==> src/rtl/hazard_forward_unit_if.sv <==
// hazard_forward_unit_if: ID-side hazard/forward bundle.
// master = pipeline control, slave = hazard_forward_unit.
interface hazard_forward_unit_if #(
  parameter int REG_ADDR_W = 3
);
  logic                  id_valid;
  logic [REG_ADDR_W-1:0] id_rs1;
  logic                  id_rs1_used;
  logic [REG_ADDR_W-1:0] id_rs2;
  logic                  id_rs2_used;
  logic [REG_ADDR_W-1:0] id_rd;
  logic                  id_we;
  logic                  id_is_load;
  logic                  flush;
  logic                  stall;
  logic                  ex_bubble;
  logic                  fwd_a_sel;
  logic                  fwd_a_src;
  logic                  fwd_b_sel;
  logic                  fwd_b_src;

  modport master (
    output id_valid, id_rs1, id_rs1_used,
    output id_rs2, id_rs2_used, id_rd,
    output id_we, id_is_load, flush,
    input  stall, ex_bubble,
    input  fwd_a_sel, fwd_a_src,
    input  fwd_b_sel, fwd_b_src
  );

  modport slave (
    input  id_valid, id_rs1, id_rs1_used,
    input  id_rs2, id_rs2_used, id_rd,
    input  id_we, id_is_load, flush,
    output stall, ex_bubble,
    output fwd_a_sel, fwd_a_src,
    output fwd_b_sel, fwd_b_src
  );
endinterface

==> src/rtl/hazard_forward_unit.sv <==
// hazard_forward_unit: load-use stall and EX operand-forward selects.
// Define HAZ_STALL_CNT_EN to add a saturating 16-bit stall_cnt output.
module hazard_forward_unit #(
  parameter int REG_ADDR_W = 3
) (
  input  logic clk,
  input  logic rst,
  hazard_forward_unit_if.slave hif
`ifdef HAZ_STALL_CNT_EN
  ,
  output logic [15:0] stall_cnt
`endif
);

  typedef struct packed {
    logic                  v;
    logic [REG_ADDR_W-1:0] rd;
    logic                  we;
    logic                  ld;
  } ent_t;

  function automatic logic hit(
    input logic [REG_ADDR_W-1:0] rs,
    input logic                  used,
    input ent_t                  e
  );
    return used && e.v && e.we &&
           (e.rd != '0) && (e.rd == rs);
  endfunction

  ent_t ex_q, ex_d, mem_q;
  logic bub_q;
  logic a_sel_q, a_src_q, a_sel_d, a_src_d;
  logic b_sel_q, b_src_q, b_sel_d, b_src_d;
  logic a_ex, a_mem, b_ex, b_mem;
  logic stall_c, bub_c;

  assign a_ex  = hit(hif.id_rs1, hif.id_rs1_used, ex_q);
  assign a_mem = hit(hif.id_rs1, hif.id_rs1_used, mem_q);
  assign b_ex  = hit(hif.id_rs2, hif.id_rs2_used, ex_q);
  assign b_mem = hit(hif.id_rs2, hif.id_rs2_used, mem_q);

  assign stall_c = hif.id_valid && !hif.flush &&
                   ex_q.ld && (a_ex || b_ex);
  assign bub_c   = stall_c || hif.flush || !hif.id_valid;

  always_comb begin
    ex_d = '0;
    if (!bub_c) begin
      ex_d.v  = 1'b1;
      ex_d.rd = hif.id_rd;
      ex_d.we = hif.id_we;
      ex_d.ld = hif.id_is_load;
    end
  end

  // EX producer is nearer than MEM, so it takes priority.
  always_comb begin
    a_sel_d = 1'b0;
    a_src_d = 1'b0;
    priority case (1'b1)
      bub_c: ;
      a_ex:  a_sel_d = 1'b1;
      a_mem: begin
        a_sel_d = 1'b1;
        a_src_d = 1'b1;
      end
      default: ;
    endcase
  end

  always_comb begin
    b_sel_d = 1'b0;
    b_src_d = 1'b0;
    priority case (1'b1)
      bub_c: ;
      b_ex:  b_sel_d = 1'b1;
      b_mem: begin
        b_sel_d = 1'b1;
        b_src_d = 1'b1;
      end
      default: ;
    endcase
  end

  always_ff @(posedge clk) begin
    if (rst) begin
      ex_q    <= '0;
      mem_q   <= '0;
      bub_q   <= 1'b1;
      a_sel_q <= 1'b0;
      a_src_q <= 1'b0;
      b_sel_q <= 1'b0;
      b_src_q <= 1'b0;
    end else begin
      ex_q    <= ex_d;
      mem_q   <= ex_q;
      bub_q   <= bub_c;
      a_sel_q <= a_sel_d;
      a_src_q <= a_src_d;
      b_sel_q <= b_sel_d;
      b_src_q <= b_src_d;
    end
  end

  assign hif.stall     = stall_c;
  assign hif.ex_bubble = bub_q;
  assign hif.fwd_a_sel = a_sel_q;
  assign hif.fwd_a_src = a_src_q;
  assign hif.fwd_b_sel = b_sel_q;
  assign hif.fwd_b_src = b_src_q;

`ifdef HAZ_STALL_CNT_EN
  logic [15:0] cnt_q, cnt_d;

  assign cnt_d = (stall_c && cnt_q != 16'hFFFF)
               ? cnt_q + 16'd1 : cnt_q;

  always_ff @(posedge clk) begin
    if (rst) cnt_q <= '0;
    else     cnt_q <= cnt_d;
  end

  assign stall_cnt = cnt_q;
`endif

endmodule

==> src/flat_wrapper.sv <==
// flat-port wrapper written by rule: the top's interface ports become plain ports
module hazard_forward_unit_flat 
#(
  parameter int REG_ADDR_W = 3
)
  (clk, rst, hif_id_valid, hif_id_rs1, hif_id_rs1_used, hif_id_rs2, hif_id_rs2_used, hif_id_rd, hif_id_we, hif_id_is_load, hif_flush, hif_stall, hif_ex_bubble, hif_fwd_a_sel, hif_fwd_a_src, hif_fwd_b_sel, hif_fwd_b_src);
  hazard_forward_unit_if #(.REG_ADDR_W(REG_ADDR_W)) hif_i ();
  input  logic clk;
  input  logic rst;
  input wire logic [$bits(hif_i.id_valid)-1:0] hif_id_valid;
  input wire logic [$bits(hif_i.id_rs1)-1:0] hif_id_rs1;
  input wire logic [$bits(hif_i.id_rs1_used)-1:0] hif_id_rs1_used;
  input wire logic [$bits(hif_i.id_rs2)-1:0] hif_id_rs2;
  input wire logic [$bits(hif_i.id_rs2_used)-1:0] hif_id_rs2_used;
  input wire logic [$bits(hif_i.id_rd)-1:0] hif_id_rd;
  input wire logic [$bits(hif_i.id_we)-1:0] hif_id_we;
  input wire logic [$bits(hif_i.id_is_load)-1:0] hif_id_is_load;
  input wire logic [$bits(hif_i.flush)-1:0] hif_flush;
  output wire logic [$bits(hif_i.stall)-1:0] hif_stall;
  output wire logic [$bits(hif_i.ex_bubble)-1:0] hif_ex_bubble;
  output wire logic [$bits(hif_i.fwd_a_sel)-1:0] hif_fwd_a_sel;
  output wire logic [$bits(hif_i.fwd_a_src)-1:0] hif_fwd_a_src;
  output wire logic [$bits(hif_i.fwd_b_sel)-1:0] hif_fwd_b_sel;
  output wire logic [$bits(hif_i.fwd_b_src)-1:0] hif_fwd_b_src;
  assign hif_i.id_valid = hif_id_valid;
  assign hif_i.id_rs1 = hif_id_rs1;
  assign hif_i.id_rs1_used = hif_id_rs1_used;
  assign hif_i.id_rs2 = hif_id_rs2;
  assign hif_i.id_rs2_used = hif_id_rs2_used;
  assign hif_i.id_rd = hif_id_rd;
  assign hif_i.id_we = hif_id_we;
  assign hif_i.id_is_load = hif_id_is_load;
  assign hif_i.flush = hif_flush;
  assign hif_stall = hif_i.stall;
  assign hif_ex_bubble = hif_i.ex_bubble;
  assign hif_fwd_a_sel = hif_i.fwd_a_sel;
  assign hif_fwd_a_src = hif_i.fwd_a_src;
  assign hif_fwd_b_sel = hif_i.fwd_b_sel;
  assign hif_fwd_b_src = hif_i.fwd_b_src;
  hazard_forward_unit #(.REG_ADDR_W(REG_ADDR_W)) u_core (.clk(clk), .rst(rst), .hif(hif_i));
endmodule
==> config.mk <==
export PLATFORM = sky130hd
export DESIGN_NAME = hazard_forward_unit_flat
export DESIGN_NICKNAME = d
export VERILOG_FILES = /design/src/rtl/hazard_forward_unit_if.sv /design/src/rtl/hazard_forward_unit.sv /design/src/flat_wrapper.sv
export SDC_FILE = /design/constraint.sdc
export NUM_CORES = 1
export LEC_CHECK = 0
export ABC_AREA = 0
export BUFFER_PORTS_ARGS = -buffer_cell sky130_fd_sc_hd__buf_2
export CORE_MARGIN = 3
export CORE_UTILIZATION = 30
export DETAILED_ROUTE_END_ITERATION = 8
export PLACE_DENSITY = 0.56
export SYNTH_ARGS = -nofsm -noshare
export SYNTH_HDL_FRONTEND = slang
export SYNTH_SLANG_ARGS = --single-unit
==> constraint.sdc <==
create_clock -name clk -period 1.85 [get_ports clk]
set_clock_uncertainty 0.15 [all_clocks]
set_input_delay 0.37 -clock clk [delete_from_list [all_inputs] [get_ports clk]]
set_output_delay 0.37 -clock clk [all_outputs]
set_load 0.05 [all_outputs]
Word-level counts from Yosys, hierarchy flattened --
Index checks and enable logic that the tools add are counted. Widths: inputs -> output; s select.
Word-level totals: input port bits 17, register bits 16, output and inout bits 6, logic and storage cells 50
Cells by class: eq/ne operators 4, reductions and logical operators 29, multiplexer cells 5
Operators by type and width (number):
- $logic_and 1x1->1 | 19
- $eq 3x3->1 | 4
- $mux 6 | 1
- $reduce_bool 3->1 | 2
- $reduce_or 3->1 | 2
- $mux 1 | 4
- $logic_or 1x1->1 | 3
- $logic_not 1->1 | 2
- $reduce_or 2->1 | 1

Depth between registers and ports, before layout --
Gate-level depths: netlist of the first run.
depth after elaboration 9, mapped depth 5, depth with buffers taken out 5

Worst setup path after synthesis of the first run --
Ideal clock, no wire load.
kind reg2out, from register u_core.ex_q[2] (netlist name), to output hif_stall, stages on the path, launching flop included 6, path buffers 0, arrival 1767 ps, data required time 1330 ps, setup slack -437 ps, cells stage by stage dfxtp_1 or3b_4 a2111oi_4 a31oi_2 nand2b_1 and4b_1
Between the ends: word-level cells in the longest chain between the ends 5, elaborated cells between the ends (all ways) 9, classes of those cells eq/ne: 2; reduce/logical: 7
RTL lines:
- start: declaration | RTL line hazard_forward_unit.sv:31 | ent_t ex_q, ex_d, mem_q;
- start signal: assignment | RTL line hazard_forward_unit.sv:88 | ex_q <= '0;
- start signal: assignment | RTL line hazard_forward_unit.sv:96 | ex_q <= ex_d;
- $reduce_bool 3->1 | RTL line hazard_forward_unit.sv:28 | (e.rd != '0) && (e.rd == rs);
- $logic_and 1x1->1 | RTL line hazard_forward_unit.sv:27 | return used && e.v && e.we &&
- $logic_and 1x1->1 | RTL line hazard_forward_unit.sv:28
- $logic_or 1x1->1 (*) | RTL line hazard_forward_unit.sv:44 | ex_q.ld && (a_ex || b_ex);
- $logic_and 1x1->1 (*) | RTL line hazard_forward_unit.sv:44
- end: declaration | RTL line flat_wrapper.sv:19 | output wire logic [$bits(hif_i.stall)-1:0] hif_stall;
Every way passes the cells marked *; elsewhere a longest branch is shown, timed or not.

Worst setup path in the final report of the first run --
from register u_core.ex_q[4] (netlist name), to output hif_stall
The elaborated chain is that of the path after synthesis.

==> results of run 1 <==
flip-flops by register name, summed over array words and instances (netlist names):
register and flops:
u_core.hif.fwd_a_sel 1, u_core.ex_q 6, u_core.hif.fwd_a_src 1, u_core.hif.fwd_b_src 1, u_core.hif.ex_bubble 1, u_core.hif.fwd_b_sel 1, u_core.mem_q 5
logic make-up after synthesis:
group / share of synthesized area [%]
and+or+nand+nor: 30.9
DFF: 43.2
AOI/OAI and AO/OA: 13.3
xor gates and xnor gates: 9.46
buffers and inverters: 1.52
muxes: 1.52
per-layer routing:
layer,routed length [um],vias to the layer above
met5,0,-
met4,17,0
met3,85,2
met2,842,15
met1,819,333
li1,-,355
metrics by stage:
stage	hold WS (ps)	utilization [%]	setup WS, ps	cells
6_report	130	49.3	-559	149
3_5_place_dp	335	45.7	-475	145
3_3_place_gp	333	45.7	-473	145
5_1_grt	118	49.3	-637	149
4_1_cts	120	48.7	-570	149
2_1_floorplan	292	-	-252	75
cell type report:
cell class	instances	area share, %
repair buffers	42	24.1
well taps	28	3.12
inverters	3	1.00
flip-flops and latches	16	28.8
clock buffers	4	3.24
multi-input cells	56	39.7
path summary, 6_finish.rpt:
| check | endpoint | cells past startpoint |
|---|---|---|
| max | hif_stall | 6 |
| min | u_core.ex_q[1]$_SDFF_PP0_ | 2 |
| max reg2reg | u_core.hif.fwd_b_sel$_SDFF_PP0_ | 6 |
| min reg2reg | u_core.hif.fwd_a_sel$_SDFF_PP0_ | 1 |
power groups by stage:
stage | clock network (mW) | registers, mW | logic [mW]
3_3_place_gp | 0 | 0.363 | 0.0848
4_1_cts | 0.241 | 0.355 | 0.0893
6_report | 0.233 | 0.355 | 0.0912
3_5_place_dp | 0 | 0.363 | 0.0861
5_1_grt | 0.258 | 0.356 | 0.0999
2_1_floorplan | 0 | 0.367 | 0.0268
synthesized netlist by cell type, drive strengths merged (3+ instances only):
master,n
dfxtp,16
and2,7
xnor2,7
nor2b,5
nand3,4
a21oi,3
inv,3
nand2,3
nor2,3
or3b,3
critical path, cell delays in order (launching register included):
cell and delay, ps:
dfxtp_2 350, or3b_4 400, a2111oi_4 300, a31oi_2 70, nand2b_1 110, and4b_4 240
buf_8 140
what timing repair did:
action | 4_1_cts | 5_1_grt
gates resized for setup | 8 | 5
pin swaps | 5 | 2
setup endpoints to repair | 8 | 9
==> results.md, run 1 <==
- Status: complete, but fails checks
- Failing checks: setup timing
- Most used routing layer: met2
- Ys Warns: 0
- Post-DP Area: 1040 um^2
- #FFs+latches synth: 16
- Min setup slack post-route: -559 ps
- First-pass GRT wire length: 2.93 mm
- TritonCTS clock tree: yes
- GRT Util Overall: 12.2%
- GR Layer Usage met3: 3.25%
- Routed wire per std cell: 11.8 um
- Number of buffers created by CTS: 3
- Area of the multi-input gates: 445 um^2
- Hold crit path type: input pin to flip-flop
- Number of synthesized flops with an enable pin: 0
- HP Start: hif_id_we
- IO Count: 23
- Clock power frac: 34.3%
- Internal: 522 uW
- Sequential share of the synthesized area: 43.2%
- Switching share of power: 23.2%
- Syn_area_per_cell: 9.88 um^2
- Ys flop type: dfxtp_1
- Crit path launch type: flip-flop
- Leak pwr: 0.474 nW
- Setup TNS: -846 ps
- Met1 usage: 15.9%
- Max-slew headroom: 82.6%
- Area Growth Syn to Fin: 51.4%
- Post-route cell area: 1120 um^2
- Net Count, Synth: approximately 90
- Skew-Pair Late Insertion Delay: 290 ps
- Chip width: 55.7 um
- Comb power frac: 13.4%
- Synth area leaders: dfxtp_1 43%, xnor2_1 8.3%, and2_1 5.9%, nor2b_1 4.2%, a2111oi_4 3.7%
- Initial Util: approximately 33%
- H-tree Lvls: 1
- Most frequent cells in the layout: 21 x buf_2, 20 x buf_4, 14 x dfxtp_1, 7 x xnor2_1, 5 x nor2b_1
- Switch Pwr: 158 uW
- Final hold vios: 0
- Cell count after synthesis: 75
- Max Cap Viol: 0
- Crit path time final: 2410 ps
- Core Area: 2280 um^2
- Crit share post-route: 130%
- Post-CTS Hold Fix Bufs: 0
- Filler Cells Inserted: 233
- Clock root cell: clkbuf_4
- R2R Setup Slk: -90 ps
- Vias: 705
- Most common cell after layout, fill and taps aside: buf_2
- Largest net degree at the start of global routing: 10
- Count of final max-slew check failures: 0
- Net count, final: 139
- Synth top area share: 43.2%
- # DRC: 0
- CTS clk-pin slew, worst paths: 100 ps
- DIE AREA: 3100 um^2
- Largest area contributor in the netlist: dfxtp_1
- Overall power: ~700 uW
- Site row count: 17
- 1st-iter DRT viols: 13
- Vias in the first global route: 638
- Fmax: 415 MHz
- CP Data Arrival Time: 1890 ps
- Reg area: 323 um^2
- Post-Syn Area: 741 um^2
- Reg power frac: between 50 and 60%
- Critical path data required time: roughly 1300 ps
- Routed Wire Length: 1.76 mm
- Layout cells sized above 1: 52.1%
- Via density: 4.73
- Initial antenna violation count: 0
- PortBufs: 22
- GRT met2 Usage: 18.8%
- Deepest clock path buffer count: 2
- Crit path from: u_core.ex_q[4]$_SDFF_PP0_
- Peak VDD IR: around 310 uV
- RSZ-0062 raised after global routing: yes
- ANT nets after route: 0
- Setup repair bufs after CTS: 0
- Final setup viols: 7
- Final GP Congestion: roughly 0.77
- Critical path class: flip-flop to output pin
- Post-DP HPWL: 1.41 mm
- Max Fanout on Critical Path: 2
- Pwr/cell area: 606 nW/um^2
- Height of the die: about 56 um
- Ys async rst share: 0%
- Critical Path Sink Type: output pin
- Worst slew pin tran: about 260 ps
- Yosys cell types: 29
- Reg2Reg Launch Point: u_core.ex_q[4]$_SDFF_PP0_
- Pre-antenna DRT Iters: 4
- Clock sink count: 16
- GRT Residual Overflow: 0
- Antenna cell count: 0
Power figures use the tool's default switching activity.
==> run 2: changes to the inputs <==
--- a/constraint.sdc
+++ b/constraint.sdc
@@ -3,3 +3,3 @@
 set_input_delay 0.37 -clock clk [delete_from_list [all_inputs] [get_ports clk]]
 set_output_delay 0.37 -clock clk [all_outputs]
-set_load 0.05 [all_outputs]
+set_load 0.01 [all_outputs]
==> results.md, run 2 (synthesized netlist as in run 1, its figures left out) <==
- Status: complete, but fails checks
- Failing checks: setup timing
- Critical path data required time: approximately 1300 ps
- Layout cells sized above 1: 48.3%
- Fmax: 427 MHz
- Initial Util: 32.5%
- Slowest stage delay, CP: 390 ps
- CP Data Arrival Time: 1820 ps
- Comb power frac: between 10% and 20%
- Switching share of power: 22.5%
- Critical path's slowest cell: or3b_4
- Clock sink count: 16
- GRT Residual Overflow: 0
- Routed wl met2: 725 um
- Largest registers: u_core.ex_q x6, u_core.mem_q x5
- Chip width: 55.7 um
- Critical Path Sink Type: output pin
- Post-DP HPWL: between 1 and 1.5 mm
- Number of buffers created by CTS: 3
- Post-DP Area: 1000 um^2
- Met1 wire length: roughly 730 um
- Max FFs per register: 6
- Net count, final: roughly 130
- Max Fanout on Critical Path: 4
- Most common cell after layout, fill and taps aside: buf_2
- Skew-Pair Late Insertion Delay: 280 ps
- Switch Pwr: 150 uW
- Largest net degree at the start of global routing: 10
- Leak pwr: approximately 0.45 nW
- Internal: 517 uW
- Count of final max-slew check failures: 0
- First-pass GRT wire length: between 2 and 3 mm
- Final hold vios: 0
- Pre-antenna DRT Iters: 2
- 1st-iter DRT viols: 15
- Max Cap Viol: 0
- Final setup viols: 7
- # DRC: 0
- Clock root cell: clkbuf_4
- Pwr/cell area: between 600 and 700 nW/um^2
- Via density: 4.58
- Top delay family on crit path: simple AND/OR/NAND/NOR gates
- Min setup slack post-route: -495 ps
- Worst slew pin tran: 319 ps
- Vias in the first global route: 631
- H-tree Lvls: 1
- Setup TNS: -880 ps
- Crit path time final: around 2300 ps
- Core Area: 2280 um^2
- Reg power frac: ~53%
- Most frequent cells in the layout: 22 x buf_2, 15 x buf_4, 14 x dfxtp_1, 7 x xnor2_1, 5 x nor2b_1
- DR top layer: met3
- Deepest clock path buffer count: 2
- Pre-CTS setup slack: -312 ps
- GRT Util Overall: around 11%
- Post-CTS Hold Fix Bufs: 0
- Crit-path cells: or3b_4 -> a2111oi_4 -> a31oi_2 -> nand2b_1 -> and4b_1 -> buf_2
- Height of the die: 55.7 um
- CP bufs+invs: 1
- Crit share post-route: 127%
- Peak VDD IR: 441 uV
- Site row count: 17
- Critical path class: flip-flop to output pin
- RSZ-0062 raised after global routing: yes
- Post-route cell area: ~1100 um^2
- ANT nets after route: 0
- TritonCTS clock tree: yes
- Hold crit path type: input pin to flip-flop
- Max-slew headroom: 78.6%
- IO Count: 23
- CTS clk-pin slew, worst paths: 90 ps
- Final GP Congestion: 0.806
- Crit path launch type: flip-flop
- Area Growth Syn to Fin: 43.7%
- Wire length on met3: 86 um
- DIE AREA: 3100 um^2
- Initial antenna violation count: 0
- Routed wire per std cell: 10.7 um
- Clock power frac: 34.6%
- Top reg by flops: u_core.ex_q
- PortBufs: 22
- Vias: 660
- Routed Wire Length: 1.54 mm
- Antenna cell count: 0
==> run 2: worst paths after layout <==
path / startpoint / slack [ps] / endpoint / depth (start not counted)
worst min register to register: u_core.ex_q[0]$_SDFF_PP0_ / 330 / u_core.hif.fwd_a_sel$_SDFF_PP0_ / 1
worst min-delay path: hif_id_we / 140 / u_core.ex_q[1]$_SDFF_PP0_ / 2
worst max-delay path: u_core.ex_q[2]$_SDFF_PP0_ / -490 / hif_stall / 6
worst max register to register: u_core.ex_q[2]$_SDFF_PP0_ / -110 / u_core.hif.fwd_b_sel$_SDFF_PP0_ / 6
==> run 2: what timing repair did <==
item | 4_1_cts | 5_1_grt
cloned | 0 | 0
resized for setup | 4 | 4
setup endpoints to repair | 7 | 8
buffers inserted | 0 | 0
pin swaps | 5 | 2
==> run 2: area by class of cell <==
cell class / instances / area (um^2)
Inverter: 3 / 11.3
Tap cell: 28 / 35.0
Sequential cell: 16 / 323
Multi-Input combinational cell: 56 / 437
Timing Repair Buffer: 37 / 223
Fill cell: 227 / 1210
Clock buffer: 4 / 36.3
==> run 2: stage by stage <==
stage	instances	hold slack, ps	total power, mW	util [%]
2_1_floorplan	75	287	0.391	-
3_3_place_gp	140	323	0.440	43.9
3_5_place_dp	140	324	0.441	43.9
4_1_cts	144	129	0.669	46.2
5_1_grt	144	127	0.693	46.8
6_report	144	136	0.667	46.8
==> run 2: worst register-to-register path, cell delays in order (launching register included) <==
cell and delay [ps]:
dfxtp_2 370, or3b_4 390, a2111oi_4 300, a31oi_2 70, buf_4 170, mux2_4 290, and2_4 130
==> run 2: per-layer routing <==
metal / track usage, % / up-vias
li1: - / 346
met1: 15.2 / 297
met2: 17.4 / 17
met3: 3.02 / 0
met4: 2.08 / 0
met5: 0 / -
==> run 2: power groups by stage <==
stage               registers (mW)  logic [mW]  clock network (mW)
floorplan                    0.364      0.0267                   0
global placement             0.364      0.0758                   0
detailed placement           0.364      0.0770                   0
CTS                          0.356      0.0790               0.234
global route                 0.357      0.0891               0.247
finish                       0.356      0.0801               0.231
